### src/rtl/fetch_if_id_if.sv
// Instruction-memory port between the fetch stage and the memory/cache.
// The fetch stage drives the request and the memory answers with data/done.
interface fetch_if_id_if;
    logic [15:0] imem_addr;
    logic        imem_rd;
    logic [15:0] imem_data;
    logic        imem_done;

    modport master (
        output imem_addr,
        output imem_rd,
        input  imem_data,
        input  imem_done
    );

    modport slave (
        input  imem_addr,
        input  imem_rd,
        output imem_data,
        output imem_done
    );
endinterface

### src/rtl/fetch_if_id.sv
// Instruction-fetch stage and IF/ID pipeline register for the 16-bit core.
//
// state    | meaning
// ---------+--------------------------------------------------------------
// FETCH    | request outstanding at pc; accept returned word into IF/ID
// HOLD     | word returned during a decode stall; buffered until stall drops
// DISCARD  | redirect arrived mid-request; wait for done, drop the data
// HALTED   | HALT reached IF/ID; fetch frozen until a redirect
//
// IF/ID is overwritten by a bubble when decode is not stalled and nothing
// new is loaded, so decode never consumes the same word twice. A flush only
// clears IF/ID; the fetch side (pc, state, buffered word) carries on.
module fetch_if_id (
    input  logic                  clk,
    input  logic                  rst,
    input  logic                  pc_sel,
    input  logic [15:0]           pc_jump_out,
    input  logic                  flush,
    input  logic                  stall_id,
    fetch_if_id_if.master         imem,
    output logic [15:0]           instr_IF_ID,
    output logic [15:0]           pc_add2_IF_ID,
    output logic                  valid_IF_ID,
    output logic                  halted
);

    localparam logic [15:0] NOP = 16'h0800;

    typedef enum logic [1:0] {
        S_FETCH   = 2'd0,
        S_HOLD    = 2'd1,
        S_DISCARD = 2'd2,
        S_HALTED  = 2'd3
    } state_t;

    state_t      r_state;
    state_t      w_state_nxt;
    logic [15:0] r_pc;
    logic [15:0] w_pc_nxt;
    logic [15:0] r_redirect_pc;
    logic [15:0] w_redirect_nxt;
    logic [15:0] r_hold_instr;
    logic [15:0] w_hold_instr_nxt;
    logic [15:0] r_hold_pc2;
    logic [15:0] w_hold_pc2_nxt;
    logic [15:0] r_instr;
    logic [15:0] r_pc2;
    logic        r_valid;

    logic        w_rd;
    logic        w_load;
    logic [15:0] w_load_instr;
    logic [15:0] w_load_pc2;
    logic [15:0] w_pc_add2;
    logic        w_data_halt;
    logic        w_hold_halt;

    assign w_pc_add2   = r_pc + 16'd2;
    assign w_data_halt = (imem.imem_data[15:11] == 5'b00000);
    assign w_hold_halt = (r_hold_instr[15:11] == 5'b00000);

    // Next-state, next-pc, buffer and IF/ID load decisions.
    always_comb begin
        w_state_nxt      = r_state;
        w_pc_nxt         = r_pc;
        w_redirect_nxt   = r_redirect_pc;
        w_hold_instr_nxt = r_hold_instr;
        w_hold_pc2_nxt   = r_hold_pc2;
        w_rd             = 1'b0;
        w_load           = 1'b0;
        w_load_instr     = r_hold_instr;
        w_load_pc2       = r_hold_pc2;

        case (r_state)
            S_FETCH: begin
                w_rd = 1'b1;
                if (pc_sel) begin
                    if (imem.imem_done) begin
                        w_pc_nxt = pc_jump_out;
                    end else begin
                        w_redirect_nxt = pc_jump_out;
                        w_state_nxt    = S_DISCARD;
                    end
                end else if (imem.imem_done) begin
                    if (stall_id) begin
                        w_hold_instr_nxt = imem.imem_data;
                        w_hold_pc2_nxt   = w_pc_add2;
                        w_state_nxt      = S_HOLD;
                    end else begin
                        w_load       = 1'b1;
                        w_load_instr = imem.imem_data;
                        w_load_pc2   = w_pc_add2;
                        if (w_data_halt) begin
                            w_state_nxt = S_HALTED;
                        end
                    end
                    // HALT leaves pc parked on itself.
                    if (!w_data_halt) begin
                        w_pc_nxt = w_pc_add2;
                    end
                end
            end
            S_HOLD: begin
                if (pc_sel) begin
                    w_pc_nxt    = pc_jump_out;
                    w_state_nxt = S_FETCH;
                end else if (!stall_id) begin
                    w_load      = 1'b1;
                    w_state_nxt = w_hold_halt ? S_HALTED : S_FETCH;
                end
            end
            S_DISCARD: begin
                w_rd = 1'b1;
                if (pc_sel) begin
                    w_redirect_nxt = pc_jump_out;
                    if (imem.imem_done) begin
                        w_pc_nxt    = pc_jump_out;
                        w_state_nxt = S_FETCH;
                    end
                end else if (imem.imem_done) begin
                    w_pc_nxt    = r_redirect_pc;
                    w_state_nxt = S_FETCH;
                end
            end
            S_HALTED: begin
                if (pc_sel) begin
                    w_pc_nxt    = pc_jump_out;
                    w_state_nxt = S_FETCH;
                end
            end
            default: begin
                w_state_nxt = S_FETCH;
            end
        endcase
    end

    // Fetch-side registers: state, pc, pending redirect target, stall buffer.
    always_ff @(posedge clk) begin
        if (rst) begin
            r_state       <= S_FETCH;
            r_pc          <= 16'h0000;
            r_redirect_pc <= 16'h0000;
            r_hold_instr  <= NOP;
            r_hold_pc2    <= 16'h0000;
        end else begin
            r_state       <= w_state_nxt;
            r_pc          <= w_pc_nxt;
            r_redirect_pc <= w_redirect_nxt;
            r_hold_instr  <= w_hold_instr_nxt;
            r_hold_pc2    <= w_hold_pc2_nxt;
        end
    end

    // IF/ID register: flush beats stall, stall freezes, otherwise load or bubble.
    always_ff @(posedge clk) begin
        if (rst || flush) begin
            r_instr <= NOP;
            r_pc2   <= 16'h0000;
            r_valid <= 1'b0;
        end else if (!stall_id) begin
            if (w_load) begin
                r_instr <= w_load_instr;
                r_pc2   <= w_load_pc2;
                r_valid <= 1'b1;
            end else begin
                r_instr <= NOP;
                r_pc2   <= 16'h0000;
                r_valid <= 1'b0;
            end
        end
    end

    // A request in flight is abandoned the moment reset is seen.
    assign imem.imem_rd   = w_rd & ~rst;
    assign imem.imem_addr = r_pc;

    assign instr_IF_ID    = r_instr;
    assign pc_add2_IF_ID  = r_pc2;
    assign valid_IF_ID    = r_valid;
    assign halted         = (r_state == S_HALTED);

endmodule

### src/flat_wrapper.sv
// flat-port wrapper written by rule: the top's interface ports become plain ports
module fetch_if_id_flat 
  (clk, rst, pc_sel, pc_jump_out, flush, stall_id, instr_IF_ID, pc_add2_IF_ID, valid_IF_ID, halted, imem_imem_addr, imem_imem_rd, imem_imem_data, imem_imem_done);
  fetch_if_id_if imem_i ();
  input  logic clk;
  input  logic rst;
  input  logic pc_sel;
  input  logic [15:0] pc_jump_out;
  input  logic flush;
  input  logic stall_id;
  output logic [15:0] instr_IF_ID;
  output logic [15:0] pc_add2_IF_ID;
  output logic valid_IF_ID;
  output logic halted;
  output wire logic [$bits(imem_i.imem_addr)-1:0] imem_imem_addr;
  output wire logic [$bits(imem_i.imem_rd)-1:0] imem_imem_rd;
  input wire logic [$bits(imem_i.imem_data)-1:0] imem_imem_data;
  input wire logic [$bits(imem_i.imem_done)-1:0] imem_imem_done;
  assign imem_imem_addr = imem_i.imem_addr;
  assign imem_imem_rd = imem_i.imem_rd;
  assign imem_i.imem_data = imem_imem_data;
  assign imem_i.imem_done = imem_imem_done;
  fetch_if_id u_core (.clk(clk), .rst(rst), .pc_sel(pc_sel), .pc_jump_out(pc_jump_out), .flush(flush), .stall_id(stall_id), .imem(imem_i), .instr_IF_ID(instr_IF_ID), .pc_add2_IF_ID(pc_add2_IF_ID), .valid_IF_ID(valid_IF_ID), .halted(halted));
endmodule
### config.mk
export PLATFORM = sky130hd
export DESIGN_NAME = fetch_if_id_flat
export DESIGN_NICKNAME = d
export VERILOG_FILES = /design/src/rtl/fetch_if_id_if.sv /design/src/rtl/fetch_if_id.sv /design/src/flat_wrapper.sv
export SDC_FILE = /design/constraint.sdc
export NUM_CORES = 1
export LEC_CHECK = 0
export BUFFER_PORTS_ARGS = -buffer_cell sky130_fd_sc_hd__buf_2
export CELL_PAD_IN_SITES_DETAIL_PLACEMENT = 1
export CELL_PAD_IN_SITES_GLOBAL_PLACEMENT = 1
export CORE_UTILIZATION = 37
export DETAILED_ROUTE_END_ITERATION = 16
export PLACE_DENSITY = 0.81
export SYNTH_ARGS = -nofsm -noshare
export SYNTH_HDL_FRONTEND = slang
export SYNTH_SLANG_ARGS = --single-unit
### constraint.sdc
create_clock -name clk -period 1.8 [get_ports clk]
set_clock_uncertainty 0.05 [all_clocks]
set_input_delay 0.36 -clock clk [delete_from_list [all_inputs] [get_ports clk]]
set_output_delay 0.36 -clock clk [all_outputs]
set_load 0.05 [all_outputs]
* Word-level counts from Yosys, hierarchy flattened *
Index checks and enable logic that the tools add are counted.

storage, ports and cells
  register bits after elaboration = 99
  input bits = 38
  output and inout port bits = 51
  logic and storage cells = 75

operators by class
  add/subtract/negate cells = 1
  equal/unequal tests = 15
  multiplexer cells = 37
  bitwise gates (word level) = 3
  reduce and logical (&&, ||, !) cells = 11

operators with widths
  kind                                                              count
  16-bit 2-to-1 mux                                                 17
  16-bit one-hot mux with 3 select lines                            1
  16-bit one-hot mux with 2 select lines                            1
  2-bit 2-to-1 mux                                                  10
  16-bit by 2-bit adder with 16-bit output (second input constant)  1
  3-bit != test (second input constant)                             5
  4-bit AND reduction                                               3
  5-bit logical NOT                                                 2
  2-bit != test (second input constant)                             5
  2-bit one-hot mux with 4 select lines                             1
  1-bit 2-to-1 mux                                                  6
  6-bit AND reduction                                               1
  2-bit == test (second input constant)                             2
  4-bit by 3-bit != test with 1-bit output (second input constant)  1
  2-bit OR reduction                                                2
  2-bit by 1-bit == test with 1-bit output (second input constant)  1
  2-bit logical NOT                                                 1
  2-bit by 1-bit != test with 1-bit output (second input constant)  1
  1-bit NOT                                                         2
  1-bit one-hot mux with 2 select lines                             1
  2-bit nonzero test                                                1
  1-bit AND                                                         1
  1-bit logical OR                                                  1

* Depth between registers and ports, before layout *
  word-level depth = 6
  gate-level depth with buffers = 9
  mapped depth without buffers = 6

* Worst setup path before layout *
Ideal clock, no wire load.

  kind = register -> register
  start = register u_core.r_pc[1], in the netlist u_core.imem.imem_addr[1]
  end = register u_core.r_pc[15], in the netlist u_core.imem.imem_addr[15]
  library setup time = 70 ps
  arrival time = 2063 ps
  data required time = 1680 ps
  setup slack = -383 ps
  stages on the path, launching flop included = 7
  buffers on the path = 0
  period minus slack after synthesis = 2183 ps
  cell sequence = dfxtp_1 > ha_1 > nand3_1 > nor4_1 > nor3b_1 > o21ai_1 > a21oi_1

between the ends
  cells in the longest elaborated chain, start to end = 5

RTL lines
  element                                   line                text
  start: declaration                        fetch_if_id.sv:38   logic [15:0] r_pc;
  start signal: assignment                  fetch_if_id.sv:147  r_pc <= w_pc_nxt;
  16-bit by 2-bit adder with 16-bit output  fetch_if_id.sv:58   assign w_pc_add2 = r_pc + 16'd2;
  16-bit 2-to-1 mux                         fetch_if_id.sv:98   if (!w_data_halt) begin
  16-bit 2-to-1 mux                         fetch_if_id.sv:84   end else if (imem.imem_done) begin
  16-bit 2-to-1 mux                         fetch_if_id.sv:77   if (pc_sel) begin
  16-bit one-hot mux with 3 select lines    fetch_if_id.sv:74   case (r_state)

Every way passes these cells. The select of a mux whose other input is x is not followed.
A chain may end at the register's enable or synchronous reset.

* Worst setup path in the final report *
  start = register u_core.r_state[0]
  end = output port halted

between the ends
  cells in the longest elaborated chain, start to end = 1

RTL lines
  element                   line                text
  start: declaration        fetch_if_id.sv:36   state_t r_state;
  start signal: assignment  fetch_if_id.sv:146  r_state <= w_state_nxt;
  2-bit == test             fetch_if_id.sv:180  assign halted = (r_state == S_HALTED);
  end: declaration          flat_wrapper.sv:14  output logic halted;

Every way passes these cells.

==> impl_metrics.csv <==
group,metric,value,unit
status,status,"finished clean",
synth,async_reset_ff_share,0,%
critical_path,cp-start-kind,"register",
synth,ys_seq_elements,99,
synth,synth_edf_count,0,
floorplanning,core,12100,sq um
final_layout,n_antenna_cell,0,
floorplanning,initial_core_util,38.0,%
critical_path,crit_type,"reg2out",
cts,cts_buffers,9,
placed_design,place_congestion,0.821,
sta,layout_min_cycle_time,1.77,ns
placed_design,dpl_worst_slack,-0.269,ns
final_layout,layout.cells.non_filler,832,
sta,hold-worst-slack,0.205,ns
final_layout,n_fill_cell,1441,
synth,synth_top_area_share,43.2,%
worst_hold_path,hold_depth,3,
synth,avgSynthCellArea,8.45,sq um
critical_path,r2r_start,"u_core.r_state[0]",
worst_hold_path,hold_path.class,"in2reg",
grt,first_global_vias,4749,
synth,yosysTopAreaCell,"dfxtp_1",
worst_hold_path,whs_endpoint,"u_core.r_hold_instr[8]",
synth,synth.area.top_cells,"dfxtp_1 43%, mux2i_1 7.4%, nand2_1 5.6%, nor2_1 5.6%, a21oi_1 4.6%",
cts,clock_latency,0.35,ns
final_layout,final_nets,698,
sta,final-setup-viol-count,0,
synth,syn-num-nets,582,
placed_design,numPlacedInstances,807,
cts,ctsLongestPathBuffers,2,
synth,synth_cells,543,
detailed_routing,ant_nets,0,
synth,syn_area,4590,sq um
sta,fin_crit_sh,98.4,%
critical_path,r2r-end,"u_core.imem.imem_addr[15]",
synth,ys_seq_area_share,43.2,%
detailed_routing,wl_per_cell,18.3,microns
critical_path,arrival,1.36,ns
floorplanning,rows,40,
sta,setup_ws,0.0295,ns
sta,slew_violations,0,
floorplanning,die_w,113,microns
sta,fin_setup_tns,0,ns
critical_path,r2r_slack,0.05,ns
grt,grt_max_degree,43,
grt,grt_usage,23.8,%
detailed_routing,drc,0,
grt,grt_pass1_wl,24000,microns
cts,clock-sinks,99,
critical_path,crit_path_max_incr_delay,0.38,ns
critical_path,crit_chain,"buf_12 -> buf_8 -> and2_2 -> buf_8",
synth,ys.warnings.count,0,
floorplanning,fp.dieArea,12900,sq um
detailed_routing,viasPerCell,5.49,
sta,max_slew_margin,65.9,%
grt,antenna_found_initial,0,
cts,cts.htree.levels,3,
placed_design,hpwl,10700,microns
final_layout,drive_above_1_share,31.0,%
sta,max_freq,0.565,GHz
power,ir_drop,0.436,mV
final_layout,fin_util,50.0,%
floorplanning,io_pins,89,
synth,synthFlopType,"dfxtp_1",
detailed_routing,vias,4569,
detailed_routing,drt_first_pass_iters,4,
critical_path,crit_slowest_cell,"dfxtp_4",
sta,hold_violations,0,
power,p_leak,2.42,nW
cts,clock-root-buffer,"clkbuf_16",
power,powerDensity,899,nW/um^2
cts,clkTransAtPathRegs,0.07,ns
placed_design,io_buffers,88,
job,drv_cap,0,
worst_hold_path,hold_path_startpoint,"imem_imem_data[8]",
sta,worst_pin_slew,0.508,ns
cts,cts_tree,"done",
grt,grt-ovfl-total,0,
critical_path,cp_max_fo,12,
critical_path,worstPathRequired,1.39,ns
final_layout,syn_to_final_growth,31.3,%
detailed_routing,routed_wl,15200,microns
critical_path,end_kind,"output pin",
critical_path,worst_r2r_path_depth,6,
floorplanning,die_height,113,microns
detailed_routing,drt_iter0_drc,220,
critical_path,crit_top_cell,"buf_8",
synth,synth.distinct_cells,54,
[layout make-up]
cell class / instances / area (sq um) / area share (%)
well taps: 168 / 210 / 3.49
multi-input cells: 393 / 2460 / 40.9
clock buffers: 11 / 243 / 4.03
clock inverters: 5 / 35.0 / 0.581
flip-flops and latches: 99 / 2000 / 33.2
repair buffers: 151 / 1050 / 17.5
inverters: 5 / 18.8 / 0.311
[worst max path at each step]
stage / from / endpoint / slack, ns
after global routing: u_core.r_state[1] / u_core.pc_add2_IF_ID[12] / -0.01
final: u_core.r_state[0] / halted / 0.03
after detailed placement: imem_imem_data[15] / u_core.imem.imem_addr[10] / -0.27
after global placement: imem_imem_data[15] / u_core.imem.imem_addr[3] / -0.23
after CTS: u_core.r_state[1] / halted / -0.007
after floorplan: pc_sel / u_core.imem.imem_addr[1] / -0.05
[repair_timing]
action,in CTS,in global routing
hold buffers,0,0
buffers inserted,0,8
pin swaps,0,4
resized for setup,11,27
cloned,0,1
setup endpoints to repair,31,60
[layer usage]
layer	global-route usage, %	vias up	wire length, microns
met5	0	-	0
met4	9.74	0	275
met3	3.35	19	608
met2	40.8	117	7600
met1	30.1	2264	6760
li1	-	2169	-
[per-stage QoR]
step	power (W)	cell area, sq um
finish	0.00542	6030
global route	0.00564	6030
CTS	0.00535	5830
detailed placement	0.00350	5520
global placement	0.00346	5520
floorplan	0.00311	4640
[cell usage after synthesis, types with 6 or more instances]
library cell	instances
a21oi_1	42
a22o_1	9
a22oi_1	11
clkbuf_1	28
nor3_1	6
a2bb2oi_1	18
mux2i_1	34
a211oi_1	6
nor2_1	69
nand2_1	69
xnor2_1	8
buf_2	8
dfxtp_1	99
nand3_1	10
o21ai_0	38
[logic make-up (layout without fill, tap and decap cells)]
| family | count (synthesis) | after routing | share of synthesized area, % |
|---|---|---|---|
| xor+xnor | 13 | 13 | 2.48 |
| compound gates | 159 | 159 | 23.1 |
| fa+ha+maj | 1 | 1 | 0.273 |
| mux | 36 | 36 | 7.91 |
| simple gates | 184 | 184 | 17.8 |
| buf+inv | 51 | 172 | 5.21 |
| flops | 99 | 99 | 43.2 |
[flip-flops by register name, summed over array words and instances, names as in the netlist]
name and count:
u_core.r_hold_pc2 16, u_core.r_hold_instr 16, u_core.instr_IF_ID 16, u_core.pc_add2_IF_ID 16, u_core.imem.imem_addr 16, u_core.valid_IF_ID 1
u_core.r_redirect_pc 16, u_core.r_state 2
[worst max-delay path: cells and delay by family, from the launching register on]
family                 cells  cell delay [ns]
buffers and inverters      3             0.44
flip-flops                 1             0.38
AND/OR/NAND/NOR            1             0.18
[layout by cell type (no fill, tap or decap), types with 6 or more instances in the layout]
master	n
a21oi_1	42
a22o_1	9
a22oi_1	11
a2bb2oi_1	16
buf_2	86
buf_4	47
buf_6	9
clkbuf_16	10
dfxtp_1	87
dfxtp_2	10
mux2i_1	33
nand2_1	68
nand3_1	10
nor2_1	66
o21ai_0	35
o21ai_1	6
xnor2_1	8
[report_power, final]
group          switching [W]  internal, W
Clock               0.000873     0.000980
Sequential         0.0000868      0.00230
Combinational       0.000700     0.000483
Total                0.00166      0.00376
Power figures use the tool's default switching activity.
